===== src/rtl/cpu_pkg.sv =====
// Shared CPU front-end types and constants.
// Used by the fetch-address generator and its interface.
package cpu_pkg;

    typedef enum logic {
        PCG_RESET = 1'b0,
        PCG_RUN   = 1'b1
    } pcg_state_e;

    localparam logic CHIP_ENABLE  = 1'b1;
    localparam logic CHIP_DISABLE = 1'b0;

    localparam int INSN_BYTES = 4;

    localparam logic [31:0] DEFAULT_RESET_PC = 32'hBFC0_0000;

endpackage


===== src/rtl/pc_gen_if.sv =====
// Fetch-address generator bus: redirect inputs and fetch request outputs.
// The pipeline side uses master, pc_gen uses slave.
interface pc_gen_if #(
    parameter int ADDR_W  = 32,
    parameter int FETCH_N = 1,
    parameter int STALL_W = 6
);

    logic [STALL_W-1:0] stall;
    logic               flush_i;
    logic [ADDR_W-1:0]  flush_target_i;
    logic               branch_flag_i;
    logic [ADDR_W-1:0]  branch_target_i;
    logic               fetch_ready_i;
    logic [ADDR_W-1:0]  pc_o;
    logic [ADDR_W-1:0]  fetch_pc_o;
    logic [FETCH_N-1:0] fetch_mask_o;
    logic               fetch_valid_o;
    logic               ce_o;

    modport master (
        output stall, flush_i, flush_target_i,
        output branch_flag_i, branch_target_i, fetch_ready_i,
        input  pc_o, fetch_pc_o, fetch_mask_o,
        input  fetch_valid_o, ce_o
    );

    modport slave (
        input  stall, flush_i, flush_target_i,
        input  branch_flag_i, branch_target_i, fetch_ready_i,
        output pc_o, fetch_pc_o, fetch_mask_o,
        output fetch_valid_o, ce_o
    );

endinterface


===== src/rtl/pc_redirect_buf.sv =====
// Single-entry buffer for a branch target that arrived while fetch was blocked.
// Clear beats set; a new set overwrites any older target.
module pc_redirect_buf #(
    parameter int ADDR_W = 32
) (
    input  logic              clk,
    input  logic              rst,
    input  logic              i_set,
    input  logic [ADDR_W-1:0] i_target,
    input  logic              i_clear,
    output logic              o_valid,
    output logic [ADDR_W-1:0] o_target
);

    logic              r_valid;
    logic [ADDR_W-1:0] r_target;

    always_ff @(posedge clk) begin
        if (rst || i_clear) begin
            r_valid <= 1'b0;
        end else if (i_set) begin
            r_valid <= 1'b1;
        end
    end

    always_ff @(posedge clk) begin
        if (rst) begin
            r_target <= '0;
        end else if (i_set && !i_clear) begin
            r_target <= i_target;
        end
    end

    assign o_valid  = r_valid;
    assign o_target = r_target;

endmodule


===== src/rtl/pc_gen.sv =====
// Program counter and fetch-block request generator for the front end.
// Flush > live branch > buffered branch > sequential block step.
module pc_gen
    import cpu_pkg::*;
#(
    parameter int                ADDR_W   = 32,
    parameter logic [ADDR_W-1:0] RESET_PC = ADDR_W'(DEFAULT_RESET_PC),
    parameter int                FETCH_N  = 1,
    parameter int                STALL_W  = 6
) (
    input  logic     clk,
    input  logic     rst,
    pc_gen_if.slave  pcg
);

    localparam int BLK_BYTES = FETCH_N * INSN_BYTES;

    pcg_state_e        r_state;
    pcg_state_e        w_state_nxt;
    logic              w_ce;
    logic [ADDR_W-1:0] r_pc;
    logic [ADDR_W-1:0] w_pc_nxt;
    logic [ADDR_W-1:0] w_fetch_pc;
    logic [ADDR_W-1:0] w_seq_pc;
    logic [ADDR_W-1:0] w_br_tgt;
    logic [ADDR_W-1:0] w_fl_tgt;
    logic [ADDR_W-1:0] w_off;
    logic [FETCH_N-1:0] w_mask;
    logic              w_adv;
    logic              w_buf_set;
    logic              w_buf_clr;
    logic              w_buf_valid;
    logic [ADDR_W-1:0] w_buf_tgt;

    always_ff @(posedge clk) begin
        r_state <= w_state_nxt;
    end

    always_comb begin
        w_state_nxt = r_state;
        w_ce        = CHIP_DISABLE;
        unique case (r_state)
            PCG_RESET: begin
                w_ce = CHIP_DISABLE;
                if (!rst) w_state_nxt = PCG_RUN;
            end
            PCG_RUN: begin
                w_ce = CHIP_ENABLE;
            end
        endcase
        if (rst) w_state_nxt = PCG_RESET;
    end

    assign w_adv = w_ce & ~pcg.stall[0] & pcg.fetch_ready_i;

    assign w_fetch_pc = r_pc & ~ADDR_W'(BLK_BYTES - 1);
    assign w_seq_pc   = w_fetch_pc + ADDR_W'(BLK_BYTES);
    assign w_br_tgt   = {pcg.branch_target_i[ADDR_W-1:2], 2'b00};
    assign w_fl_tgt   = {pcg.flush_target_i[ADDR_W-1:2], 2'b00};

    always_comb begin
        w_pc_nxt  = r_pc;
        w_buf_set = 1'b0;
        w_buf_clr = 1'b0;
        if (w_ce == CHIP_ENABLE) begin
            if (pcg.flush_i) begin
                w_pc_nxt  = w_fl_tgt;
                w_buf_clr = 1'b1;
            end else if (w_adv) begin
                w_buf_clr = 1'b1;
                if (pcg.branch_flag_i) w_pc_nxt = w_br_tgt;
                else if (w_buf_valid)  w_pc_nxt = w_buf_tgt;
                else                   w_pc_nxt = w_seq_pc;
            end else if (pcg.branch_flag_i) begin
                w_buf_set = 1'b1;
            end
        end
    end

    always_ff @(posedge clk) begin
        if (rst) r_pc <= RESET_PC;
        else     r_pc <= w_pc_nxt;
    end

    pc_redirect_buf #(
        .ADDR_W (ADDR_W)
    ) u_buf (
        .clk      (clk),
        .rst      (rst),
        .i_set    (w_buf_set),
        .i_target (w_br_tgt),
        .i_clear  (w_buf_clr),
        .o_valid  (w_buf_valid),
        .o_target (w_buf_tgt)
    );

    // Word offset of the PC inside its fetch block.
    assign w_off = (r_pc >> 2) & ADDR_W'(FETCH_N - 1);

    always_comb begin
        w_mask = '0;
        for (int i = 0; i < FETCH_N; i++) begin
            w_mask[i] = (ADDR_W'(i) >= w_off);
        end
    end

    assign pcg.pc_o          = r_pc;
    assign pcg.fetch_pc_o    = w_fetch_pc;
    assign pcg.fetch_mask_o  = w_mask;
    assign pcg.fetch_valid_o = w_ce;
    assign pcg.ce_o          = w_ce;

endmodule


===== src/flat_wrapper.sv =====
// flat-port wrapper written by rule: the top's interface ports become plain ports
module pc_gen_flat import cpu_pkg::*;
#(
    parameter int                ADDR_W   = 32,
    parameter logic [ADDR_W-1:0] RESET_PC = ADDR_W'(DEFAULT_RESET_PC),
    parameter int                FETCH_N  = 1,
    parameter int                STALL_W  = 6
)
  (clk, rst, pcg_stall, pcg_flush_i, pcg_flush_target_i, pcg_branch_flag_i, pcg_branch_target_i, pcg_fetch_ready_i, pcg_pc_o, pcg_fetch_pc_o, pcg_fetch_mask_o, pcg_fetch_valid_o, pcg_ce_o);
  pc_gen_if #(.ADDR_W(ADDR_W), .FETCH_N(FETCH_N), .STALL_W(STALL_W)) pcg_i ();
  input  logic clk;
  input  logic rst;
  input wire logic [$bits(pcg_i.stall)-1:0] pcg_stall;
  input wire logic [$bits(pcg_i.flush_i)-1:0] pcg_flush_i;
  input wire logic [$bits(pcg_i.flush_target_i)-1:0] pcg_flush_target_i;
  input wire logic [$bits(pcg_i.branch_flag_i)-1:0] pcg_branch_flag_i;
  input wire logic [$bits(pcg_i.branch_target_i)-1:0] pcg_branch_target_i;
  input wire logic [$bits(pcg_i.fetch_ready_i)-1:0] pcg_fetch_ready_i;
  output wire logic [$bits(pcg_i.pc_o)-1:0] pcg_pc_o;
  output wire logic [$bits(pcg_i.fetch_pc_o)-1:0] pcg_fetch_pc_o;
  output wire logic [$bits(pcg_i.fetch_mask_o)-1:0] pcg_fetch_mask_o;
  output wire logic [$bits(pcg_i.fetch_valid_o)-1:0] pcg_fetch_valid_o;
  output wire logic [$bits(pcg_i.ce_o)-1:0] pcg_ce_o;
  assign pcg_i.stall = pcg_stall;
  assign pcg_i.flush_i = pcg_flush_i;
  assign pcg_i.flush_target_i = pcg_flush_target_i;
  assign pcg_i.branch_flag_i = pcg_branch_flag_i;
  assign pcg_i.branch_target_i = pcg_branch_target_i;
  assign pcg_i.fetch_ready_i = pcg_fetch_ready_i;
  assign pcg_pc_o = pcg_i.pc_o;
  assign pcg_fetch_pc_o = pcg_i.fetch_pc_o;
  assign pcg_fetch_mask_o = pcg_i.fetch_mask_o;
  assign pcg_fetch_valid_o = pcg_i.fetch_valid_o;
  assign pcg_ce_o = pcg_i.ce_o;
  pc_gen #(.ADDR_W(ADDR_W), .RESET_PC(RESET_PC), .FETCH_N(FETCH_N), .STALL_W(STALL_W)) u_core (.clk(clk), .rst(rst), .pcg(pcg_i));
endmodule

===== config.mk =====
export PLATFORM = sky130hd
export DESIGN_NAME = pc_gen_flat
export DESIGN_NICKNAME = d
export VERILOG_FILES = /design/src/rtl/cpu_pkg.sv /design/src/rtl/pc_gen_if.sv /design/src/rtl/pc_redirect_buf.sv /design/src/rtl/pc_gen.sv /design/src/flat_wrapper.sv
export SDC_FILE = /design/constraint.sdc
export NUM_CORES = 1
export LEC_CHECK = 0
export BUFFER_PORTS_ARGS = -buffer_cell sky130_fd_sc_hd__buf_4
export CORE_AREA = 2 2 96 98
export CTS_BUF_LIST = sky130_fd_sc_hd__clkbuf_4
export CTS_CLUSTER_SIZE = 12
export DETAILED_ROUTE_END_ITERATION = 16
export DIE_AREA = 0 0 98 100
export GPL_TIMING_DRIVEN = 0
export PLACE_DENSITY = 0.78
export SYNTH_ARGS = -nofsm -noshare
export SYNTH_HDL_FRONTEND = slang
export SYNTH_SLANG_ARGS = --single-unit

===== constraint.sdc =====
create_clock -name clk -period 2.02 [get_ports clk]
set_clock_uncertainty 0.1 [all_clocks]
set_input_delay 0.404 -clock clk [delete_from_list [all_inputs] [get_ports clk]]
set_output_delay 0.404 -clock clk [all_outputs]
set_load 0.01 [all_outputs]

==> results_dict.tcl <==
set metrics [dict create \
    outcome "finished with violations" \
    violations "setup timing" \
    area_growth_syn_to_layout_pct 37.2 \
    start_kind "register" \
    grt.total_usage 0.324 \
    row_count 35 \
    yosysMostFrequentCell "nand2_1" \
    use_met1 0.427 \
    p_leak_uw 0.00240 \
    cp-startpoint "u_core.r_state" \
    cts_buffer_depth 2 \
    die_w_um 98 \
    top_usage_layer "met2" \
    place_hpwl_mm 11.9 \
    drive_gt1_frac 0.360 \
    cp.buffers_inverters 0 \
    vias 4941 \
    crit_slowest_cell "or3b_2" \
    yosysUniqueCellTypes 61 \
    period_minus_slack_ns 2.04 \
    clk_latency_ns 0.43 \
    setup_ws_ns -0.0235 \
    routed_wl_mm 16.5 \
    min_path_type "in -> reg" \
    cp-endpoint "u_core.pcg.pc_o[21]" \
    yosys.area.top_type "dfxtp_1" \
    cts.sinks 62 \
    antenna_cells 0 \
    maxSlewViolCount 0 \
    end_kind "register" \
    worst_pin_slew_ns 0.878 \
    slew-limit-headroom 0.413 \
    syn_area_per_cell_um2 7.33 \
    worstSetupPathType "reg -> reg" \
    critPathTopFamily "simple AND/OR/NAND/NOR gates" \
    seqCellArea_um2 1260 \
    drc 0 \
    place.gp.congestion 0.999 \
    synth.top_cell.area_share 0.307 \
    max_stage_delay_ns 0.48 \
    ios 142 \
    die_y_um 100 \
    yosysSeqAreaShare 0.307 \
    met3_usage 0.0745 \
    clockRootBuffer "clkbuf_4" \
    multiInputGateArea_um2 2450 \
    overflow 0 \
    die_area_um2 9800 \
    syn_inst 551 \
    required_ns 2.29 \
    worstPathArrival_ns 2.32 \
    fin_hold_ws_ns 0.115 \
    reg2regPathDepth 5 \
    netlist_top_cells_count "91 x nand2_1, 62 x dfxtp_1, 59 x a21oi_1" \
    place_area_um2 5150 \
    synth_area_leaders "dfxtp_1 31%, nand2_1 8.5%, a21oi_1 7.3%" \
    initial_core_util 0.454 \
    clock.fmax_ghz 0.489 \
    r2r_start "u_core.r_state" \
    wl_per_cell_um 20.0 \
    syn_area_um2 4040 \
    crit_fanout 8 \
    grt_pass1_wl_mm 24.4 \
    firstDrtPassIters 5 \
    ant_nets 0 \
    finalCritPeriodShare 1.01 \
    clk_pin_slew_ns 0.11 \
    ys_async_sr_fraction 0 \
    grt_use_met2 0.506 \
    htreeDepth 3 \
    setup_violations 1 \
    synth_edf_count 0 \
    max_cap_violations 0 \
    p_per_area_nw_per_um2 532 \
    cts_buffers 9 \
    antenna_found_initial 0 \
    holdBufCountCts 0 \
    ys_ff_latch 62 \
    hold_violations 0 \
    crit_path_cell_trace "nor2b_1, o21ai_1, nor3_1, or3b_2, nand3_1" \
    rsz0062_at_grt "true" \
    finalNetCount 782 \
    port_buffers 127 \
    grt_max_degree 11 \
    drtIter0Drc 588 \
    fill_cells 860 \
    cp.depth 5 \
    vias_per_cell 6.01 \
    vdd_drop_max_uv 273 \
    r2r_end "u_core.pcg.pc_o[21]" \
    ys_warn_count 0 \
    core_area_um2 8890 \
    grt_pass1_vias 4467 \
    cts_tree "yes" \
    finalInstanceArea_um2 5540 \
    r2r_slack_ns -0.02 \
    synth-main-ff-cell "dfxtp_1" \
]
flip-flops by register name, summed over array words and instances, names as in the netlist:
register / flops
u_core.pcg.pc_o: 30
u_core.u_buf.o_target: 30
u_core.r_state: 1
u_core.u_buf.o_valid: 1
tightest hold or removal path, cell delays in order:
cell and delay, ns:
buf_4 0.11, nand2_1 0.05, a21oi_1 0.05
how the worst min path moves through the flow:
stage | startpoint | slack (ns) | depth (start not counted) | end
2_1_floorplan | u_core.u_buf.o_target[15] | 0.33 | 2 | u_core.u_buf.o_target[15]
3_3_place_gp | u_core.u_buf.o_target[10] | 0.34 | 2 | u_core.u_buf.o_target[10]
6_report | pcg_branch_target_i[9] | 0.11 | 3 | u_core.u_buf.o_target[9]
3_5_place_dp | u_core.u_buf.o_target[15] | 0.35 | 2 | u_core.u_buf.o_target[15]
5_1_grt | pcg_branch_target_i[28] | 0.11 | 3 | u_core.u_buf.o_target[28]
4_1_cts | pcg_branch_target_i[9] | 0.12 | 3 | u_core.u_buf.o_target[9]
where the power goes:
part / total, µW / internal (µW) / switching, µW
Clock: 739 / 250 / 489
Combinational: 831 / 398 / 433
Sequential: 1380 / 1290 / 94.1
layout make-up:
class | instances | share of cell area
multi-input combinational | 409 | 0.443
sequential | 62 | 0.228
timing repair buffer | 141 | 0.192
buffer | 73 | 0.0869
tap | 111 | 0.0251
clock buffer | 10 | 0.0135
inverter | 10 | 0.00677
clock inverter | 6 | 0.00519
what timing repair did:
| action | in CTS | in global routing |
|---|---|---|
| buffers inserted | 8 | 6 |
| setup endpoints to repair | 29 | 40 |
| cloned | 0 | 0 |
| resized for setup | 35 | 35 |
| pin swaps | 5 | 7 |
kinds of logic after synthesis:
family,after synthesis,share of synthesized area
adder cells (fa/ha/maj),1,0.00310
AO/OA/AOI/OAI,166,0.258
multiplexers,8,0.0201
flip-flops,62,0.307
other,2,0.00186
AND/OR/NAND/NOR,218,0.264
buffers and inverters,83,0.122
XOR/XNOR,11,0.0239
metrics by stage:
stage	utilization	worst slack, ns	setup TNS, ns	power, µW	cells
floorplan	-	0.114	0	1790	554
CTS	0.610	-0.0000990	-0.0000990	2900	816
global route	0.623	-0.0946	-0.649	3060	822
global placement	0.579	-0.571	-21.66	2170	792
finish	0.623	-0.0235	-0.0235	2950	822
detailed placement	0.579	-0.614	-21.80	2180	792
routing by layer:
metal | vias to the layer above | routed length [µm] | part of all wire
met5 | - | 0 | 0
met4 | 0 | 612 | 0.037
met3 | 46 | 1880 | 0.11
met2 | 348 | 7430 | 0.45
met1 | 2284 | 6530 | 0.40
li1 | 2263 | - | -
cells in the final DEF, fill, tap and decap left out, types with 4 or more instances in the layout:
cell	instances
or3b_2	5
a21oi_1	58
clkbuf_1	13
buf_2	4
clkbuf_4	12
a211oi_1	12
clkbuf_8	4
o211ai_1	7
a221oi_1	6
nand3_1	25
nand4_1	9
mux2i_1	7
o21ai_1	4
nand2b_1	6
xor2_1	7
nand2_1	91
buf_4	177
inv_1	10
nor3b_1	6
and3_1	11
nor3_1	14
clkbuf_2	13
o21ai_0	31
dfxtp_1	47
dfxtp_2	13
nor2_1	26
o22ai_1	7
nor2b_1	5
conb_1	5
Note: power is estimated with default switching activity, not from simulation.
